File: src/rtl/psum_collector.sv
// Column sink: quantizes finished psums, packs PACK results per filter into
// output words and streams them through a small FIFO to the ofmap buffer.
module psum_collector #(
    parameter  int FILTER_NUM = 4,
    parameter  int PACK       = 4,
    parameter  int OUT_W      = 8,
    parameter  int FIFO_DEPTH = 4,
    localparam int FIDX_W     = $clog2(FILTER_NUM),
    localparam int PSUM_W     = 12,
    localparam int PKT_W      = 1 + PSUM_W + FIDX_W
) (
    input  logic                  i_clk,
    input  logic                  i_rst,
    input  logic                  i_start,
    input  logic [5:0]            i_row_len,
    input  logic [2:0]            i_shift,
    input  logic                  i_relu_en,
    input  logic [PKT_W-1:0]      i_psum_in,
    output logic                  o_psum_ack_out,
    output logic                  o_out_valid,
    input  logic                  i_out_ready,
    output logic [PACK*OUT_W-1:0] o_out_data,
    output logic [FIDX_W-1:0]     o_out_filter_idx,
    output logic                  o_out_last,
    output logic                  o_busy,
    output logic                  o_row_done
);
    localparam int LCNT_W = $clog2(PACK);
    localparam int FPTR_W = $clog2(FIFO_DEPTH);
    localparam logic signed [PSUM_W-1:0] SAT_MAX = 12'sd127;
    localparam logic signed [PSUM_W-1:0] SAT_MIN = -12'sd128;

    typedef enum logic [1:0] {IDLE, COLLECT, DRAIN, DONE} state_t;

    state_t                     r_state, w_next_state;
    logic [5:0]                 r_row_len;
    logic [2:0]                 r_shift;
    logic                       r_relu_en;
    logic [PACK*OUT_W-1:0]      r_lane     [FILTER_NUM];
    logic [LCNT_W-1:0]          r_lane_cnt [FILTER_NUM];
    logic [5:0]                 r_res_cnt  [FILTER_NUM];
    logic [PACK*OUT_W-1:0]      r_fifo_data [FIFO_DEPTH];
    logic [FIDX_W-1:0]          r_fifo_fidx [FIFO_DEPTH];
    logic                       r_fifo_last [FIFO_DEPTH];
    logic [FPTR_W-1:0]          r_wptr, r_rptr;
    logic [FPTR_W:0]            r_count;

    logic                       w_valid;
    logic signed [PSUM_W-1:0]   w_psum;
    logic signed [PSUM_W-1:0]   w_shifted;
    logic [FIDX_W-1:0]          w_fidx;
    logic [OUT_W-1:0]           w_q;
    logic [PACK*OUT_W-1:0]      w_lane_next;
    logic [5:0]                 w_res_next;
    logic                       w_ack, w_flush, w_last, w_pop;
    logic                       w_fifo_full, w_fifo_empty, w_all_done;

    assign w_valid      = i_psum_in[PKT_W-1];
    assign w_psum       = i_psum_in[PKT_W-2:FIDX_W];
    assign w_fidx       = i_psum_in[FIDX_W-1:0];
    assign w_shifted    = w_psum >>> r_shift;
    assign w_fifo_full  = (r_count == (FPTR_W+1)'(FIFO_DEPTH));
    assign w_fifo_empty = (r_count == '0);

    // Acceptance ignores a same-cycle pop, so a full FIFO always stalls the PE.
    assign w_ack = w_valid && (r_state == COLLECT) && !w_fifo_full
                   && (r_res_cnt[w_fidx] < r_row_len);
    assign w_res_next = r_res_cnt[w_fidx] + 6'd1;
    assign w_last     = (w_res_next == r_row_len);
    assign w_flush    = w_ack && ((r_lane_cnt[w_fidx] == LCNT_W'(PACK-1)) || w_last);
    assign w_pop      = o_out_valid && i_out_ready;

    assign o_psum_ack_out   = w_ack;
    assign o_out_valid      = !w_fifo_empty;
    assign o_out_data       = r_fifo_data[r_rptr];
    assign o_out_filter_idx = r_fifo_fidx[r_rptr];
    assign o_out_last       = r_fifo_last[r_rptr];
    assign o_busy           = (r_state != IDLE);
    assign o_row_done       = (r_state == DONE);

    always_comb begin
        w_q = w_shifted[OUT_W-1:0];
        if (w_shifted > SAT_MAX) begin
            w_q = SAT_MAX[OUT_W-1:0];
        end else if (w_shifted < SAT_MIN) begin
            w_q = SAT_MIN[OUT_W-1:0];
        end
        if (r_relu_en && (w_shifted < 0)) begin
            w_q = '0;
        end
    end

    always_comb begin
        w_lane_next = r_lane[w_fidx];
        w_lane_next[r_lane_cnt[w_fidx]*OUT_W +: OUT_W] = w_q;
    end

    always_comb begin
        w_all_done = 1'b1;
        for (int f = 0; f < FILTER_NUM; f++) begin
            if (r_res_cnt[f] != r_row_len) begin
                w_all_done = 1'b0;
            end
        end
    end

    always_comb begin
        w_next_state = r_state;
        case (r_state)
            IDLE:    if (i_start) w_next_state = COLLECT;
            COLLECT: if (w_all_done) w_next_state = DRAIN;
            DRAIN:   if (w_fifo_empty) w_next_state = DONE;
            DONE:    w_next_state = IDLE;
            default: w_next_state = IDLE;
        endcase
    end

    always_ff @(posedge i_clk) begin
        if (i_rst) begin
            r_state <= IDLE;
        end else begin
            r_state <= w_next_state;
        end
    end

    always_ff @(posedge i_clk) begin
        if (i_rst) begin
            r_row_len <= '0;
            r_shift   <= '0;
            r_relu_en <= 1'b0;
            for (int f = 0; f < FILTER_NUM; f++) begin
                r_lane[f]     <= '0;
                r_lane_cnt[f] <= '0;
                r_res_cnt[f]  <= '0;
            end
        end else if ((r_state == IDLE) && i_start) begin
            r_row_len <= i_row_len;
            r_shift   <= i_shift;
            r_relu_en <= i_relu_en;
            for (int f = 0; f < FILTER_NUM; f++) begin
                r_lane[f]     <= '0;
                r_lane_cnt[f] <= '0;
                r_res_cnt[f]  <= '0;
            end
        end else if (w_ack) begin
            r_res_cnt[w_fidx] <= w_res_next;
            if (w_flush) begin
                r_lane[w_fidx]     <= '0;
                r_lane_cnt[w_fidx] <= '0;
            end else begin
                r_lane[w_fidx]     <= w_lane_next;
                r_lane_cnt[w_fidx] <= r_lane_cnt[w_fidx] + LCNT_W'(1);
            end
        end
    end

    // A flushed word goes straight into the FIFO on the same edge as its ack.
    always_ff @(posedge i_clk) begin
        if (i_rst) begin
            r_wptr  <= '0;
            r_rptr  <= '0;
            r_count <= '0;
            for (int i = 0; i < FIFO_DEPTH; i++) begin
                r_fifo_data[i] <= '0;
                r_fifo_fidx[i] <= '0;
                r_fifo_last[i] <= 1'b0;
            end
        end else begin
            if (w_flush) begin
                r_fifo_data[r_wptr] <= w_lane_next;
                r_fifo_fidx[r_wptr] <= w_fidx;
                r_fifo_last[r_wptr] <= w_last;
                r_wptr              <= r_wptr + FPTR_W'(1);
            end
            if (w_pop) begin
                r_rptr <= r_rptr + FPTR_W'(1);
            end
            if (w_flush && !w_pop) begin
                r_count <= r_count + (FPTR_W+1)'(1);
            end else if (!w_flush && w_pop) begin
                r_count <= r_count - (FPTR_W+1)'(1);
            end
        end
    end
endmodule

File: config.mk
export PLATFORM = sky130hd
export DESIGN_NAME = psum_collector
export DESIGN_NICKNAME = d
export VERILOG_FILES = /design/src/rtl/psum_collector.sv
export SDC_FILE = /design/constraint.sdc
export NUM_CORES = 1
export LEC_CHECK = 0
export CORE_UTILIZATION = 55
export CTS_CLUSTER_SIZE = 25
export DETAILED_ROUTE_END_ITERATION = 10
export GPL_TIMING_DRIVEN = 0
export PLACE_DENSITY = 0.74
export SYNTH_ARGS = -nofsm -noshare
export SYNTH_HDL_FRONTEND = slang
export SYNTH_SLANG_ARGS = --single-unit
File: constraint.sdc
create_clock -name i_clk -period 9.68 [get_ports i_clk]
set_clock_uncertainty 0.15 [all_clocks]
set_input_delay 1.936 -clock i_clk [delete_from_list [all_inputs] [get_ports i_clk]]
set_output_delay 1.936 -clock i_clk [all_outputs]
set_load 0.02 [all_outputs]
==> results of run 1 <==
## report_power, final
part / internal [mW] / total (mW) / switching (mW)
registers: 1.72 / 1.79 / 0.0698
clock network: 0.670 / 1.20 / 0.532
logic: 0.419 / 1.07 / 0.650
total: 2.81 / 4.06 / 1.25
## synthesized netlist by cell type, types with 4 or more instances
master / n / area share (%)
edfxtp_1: 300 / 60
nor2_1: 265 / 6.7
nand2_1: 79 / 2.0
mux4_2: 78 / 12
clkbuf_1: 35 / 0.88
nor3_1: 27 / 0.91
o211a_1: 24 / 1.6
inv_1: 23 / 0.58
dfxtp_1: 21 / 2.8
a21oi_1: 19 / 0.64
ha_1: 18 / 1.5
o21ai_0: 14 / 0.47
mux2i_1: 13 / 0.87
buf_6: 12 / 0.91
buf_2: 11 / 0.37
nand3_1: 11 / 0.37
nor2_2: 10 / 0.42
and3_1: 9 / 0.38
buf_1: 9 / 0.23
nand2b_1: 9 / 0.38
nor4_1: 9 / 0.38
nand4_1: 8 / 0.34
or2_2: 8 / 0.34
or4_1: 8 / 0.40
xor2_1: 7 / 0.41
nor4b_1: 6 / 0.35
or3_1: 6 / 0.25
xnor2_1: 6 / 0.35
a31o_2: 4 / 0.24
## worst paths after layout
check	cells past startpoint	endpoint
max	8	o_psum_ack_out
min	2	r_row_len[5]
max reg2reg	9	r_fifo_data[3][11]
min reg2reg	2	r_row_len[5]
## per-layer routing
| layer | vias to the layer above | wire length (um) | GRT usage [%] |
|---|---|---|---|
| met4 | 0 | 1306 | 10.47 |
| met1 | 4792 | 13910 | 34.87 |
| li1 | 4270 | - | - |
| met3 | 83 | 2729 | 4.777 |
| met5 | - | 0 | 0 |
| met2 | 440 | 17680 | 44.15 |
## placed cells by master, fill, tap and decap left out, types with 18 or more instances in the layout
| cell | synthesis | routed |
|---|---|---|
| o211a_1 | 24 | 24 |
| nor3_1 | 27 | 27 |
| a21oi_1 | 19 | 19 |
| ha_1 | 18 | 18 |
| nand2_1 | 79 | 76 |
| mux4_2 | 78 | 78 |
| clkbuf_16 | 0 | 34 |
| inv_1 | 23 | 23 |
| nor2_1 | 265 | 265 |
| edfxtp_1 | 300 | 300 |
| clkbuf_1 | 35 | 41 |
| dfxtp_1 | 21 | 21 |
| clkdlybuf4s50_1 | 0 | 64 |
## worst reg2reg max path, delay by kind of cell, from the launching register on
family	cells	cell delay [ns]
compound gates	2	1.31
xor+xnor	2	0.46
fa+ha+maj	1	0.31
buf+inv	1	0.22
flops	1	0.41
mux	1	0.60
simple gates	2	0.42
## cells by family (layout without fill, tap and decap cells)
kind of cell               after synthesis  after routing  share of synthesized area, %
adders and majority gates               19             19                         1.647
buffers and inverters                   92            222                         3.042
and+or+nand+nor                        470            470                         13.98
xor gates and xnor gates                15             15                         1.109
muxes                                   94             94                         12.90
AOI/OAI and AO/OA                       79             79                         4.000
DFF                                    321            321                         63.32
## layout make-up
class	count	share of cell area (%)
well taps	335	2.445
clock buffers	43	5.285
flip-flops and latches	321	55.01
plain buffers	68	2.117
inverters	24	0.5255
multi-input cells	677	29.35
clock inverters	16	0.7153
repair buffers	71	4.555
## stage by stage
stage	worst slack [ns]	area, um2
2_1_floorplan	2.998	14890
3_3_place_gp	0.6831	15950
3_5_place_dp	2.814	16110
4_1_cts	2.820	17140
5_1_grt	2.719	17140
6_report	2.783	17140
## state kept, by name, indices dropped and copies added, names as in the netlist, named ones only
signal / cells
r_count: 3
r_fifo_data: 128
r_fifo_fidx: 8
r_fifo_last: 4
r_lane: 128
r_lane_cnt: 8
r_relu_en: 1
r_res_cnt: 24
r_row_len: 6
r_rptr: 2
r_shift: 3
r_state: 2
r_wptr: 2
==> flow_metrics.py, run 1 <==
metrics = {
    "sta": {
        "setup_viol": 0,
        "final_hold_viol_count": 0,
        "worst_hold_slack_ns": 0.3627,
        "unrepaired_setup_endpoints_after_global_routing": "no",
        "tns_ns": 0,
        "min_period_over_period_pct": 71.25,
        "max_freq_mhz": 145.0,
        "timing_worst_slew_pin_value_ns": 1.415,
        "timing.max_slew.rel_slack_pct": 4.699,
        "period_minus_slack_ns": 6.897,
        "maxSlewViolCount": 0,
    },
    "place": {
        "place_inst": 1496,
        "numPortBuffers": 64,
        "finalWeightedCongestion": 0.8325,
        "dpl.hpwl_um": 23570,
    },
    "logic_synthesis": {
        "synth_edf_count": 300,
        "yosysWarnings": 0,
        "syn_nets": 1138,
        "ys_types": 53,
        "ys_seq_elements": 321,
        "mappedNetlistArea_mm2": 0.01489,
        "primary_ff_master_synth": "edfxtp_1",
        "synth.avg_cell_area_um2": 13.66,
        "synthesis.instances": 1090,
        "synth_seq_area_share_pct": 63.32,
        "ys_async_sr_fraction_pct": 0,
    },
    "cts": {
        "ctsLongestPathBuffers": 3,
        "ctsRootBufferMaster": "clkbuf_16",
        "clock_pin_slew_on_the_worst_setup_and_hold_paths_ns": 0.05,
        "tritoncts": "yes",
        "post-cts-setup-buffers": 0,
        "cts.sinks": 321,
        "insertion_delay_ns": 0.53,
        "cts_inserted_buffers": 34,
        "post_cts_hold_buffer_count": 0,
        "clock_tree.htree_level_count": 2,
        "post_cts_resize_count": 0,
    },
    "worst_setup_path": {
        "crit_type": "input pin to primary output",
        "slowest_stage": "clkdlybuf4s50_1",
        "r2r_slack_ns": 5.39,
        "top_family_by_delay_on_critical_path": "buffers and inverters",
        "setup.worst_path.start_class": "input pin",
        "critPathCaptureType": "primary output",
        "rr_startpoint": "r_res_cnt[3][0]",
        "timing.critical_path.arrival_ns": 4.81,
        "timing.critical_path.from": "i_psum_in[1]",
        "crit_path_cell_trace": "clkbuf_1 > buf_2 > mux4_2 > ha_1 > a221o_1 > a31o_2 > inv_1 > clkdlybuf4s50_1",
        "critical_path_required_ns": 7.59,
        "slowest_delay_ns": 0.67,
        "critPathMaxFanout": 10,
        "critical_path_buf_inv_count": 4,
    },
    "finish": {
        "filler_cell_count": 1878,
        "nets": 1245,
        "synthToLayoutAreaGrowth_pct": 15.12,
        "finish.cell_count_without_fillers": 1555,
        "multiInputGateArea_mm2": 0.005031,
        "layout.area.seq_mm2": 0.009429,
        "antennaDiodeCount": 0,
        "finish.utilization_pct": 65.23,
        "proportion_of_layout_cells_with_a_drive_suffix_above_1_pct": 15.90,
    },
    "route": {
        "drt_first_pass_iters": 8,
        "drt_wl_total_um": 35630,
        "routed-via-count": 9585,
        "drt_drc_violations_left": 3,
        "detail_route.wl_per_cell_um": 22.91,
        "viasPerCell": 6.164,
        "postRouteAntennaNets": 0,
        "drt_iter0_markers": 935,
    },
    "global_route": {
        "grtUsageTotal_pct": 26.52,
        "grt_antenna_before_repair": 0,
        "grt.overflow.total": 0,
        "grt_max_degree": 36,
        "grt_first_pass_wirelength_um": 55400,
        "grt_pass1_vias": 9614,
    },
    "hold_path": {
        "min_from": "r_row_len[5]",
        "worstHoldPathType": "flop to flop",
    },
    "die": {
        "die_width_um": 166.5,
        "core_area_mm2": 0.02628,
        "initial_core_util_pct": 56.66,
        "core.rowCount": 59,
        "design.portCount": 68,
        "die-height_um": 166.5,
        "floorplan.die_area_mm2": 0.02774,
    },
    "pwr": {
        "post-layout-total-power_mw": 4.061,
        "leakagePower_nw": 5.950,
        "p_per_area_mw_per_mm2": 236.9,
        "worst_vdd_drop_mv": 0.1514,
    },
    "status": {
        "run_status": "finished with violations",
        "violations": "DRC",
    },
    "flow_run": {
        "cap_violations": 0,
    },
}
No activity file was read; power rests on OpenSTA's default activity.
==> inputs of run 2 (changes only) <==
Clock period 9.68 ns to 6.8 ns, I/O delays scaled along.
==> results of run 2 <==
The final DEF is identical to that of run 1. Status: finished with violations: DRC.
Among the figures that moved: setup slack after placement 2.814 ns -> 0.9042 ns; setup slack after layout 2.783 ns -> 1.055 ns; register-to-register setup slack 5.39 ns -> 2.51 ns; total power 4.061 mW -> 5.781 mW; worst IR drop on VDD 0.1514 mV -> 0.2155 mV
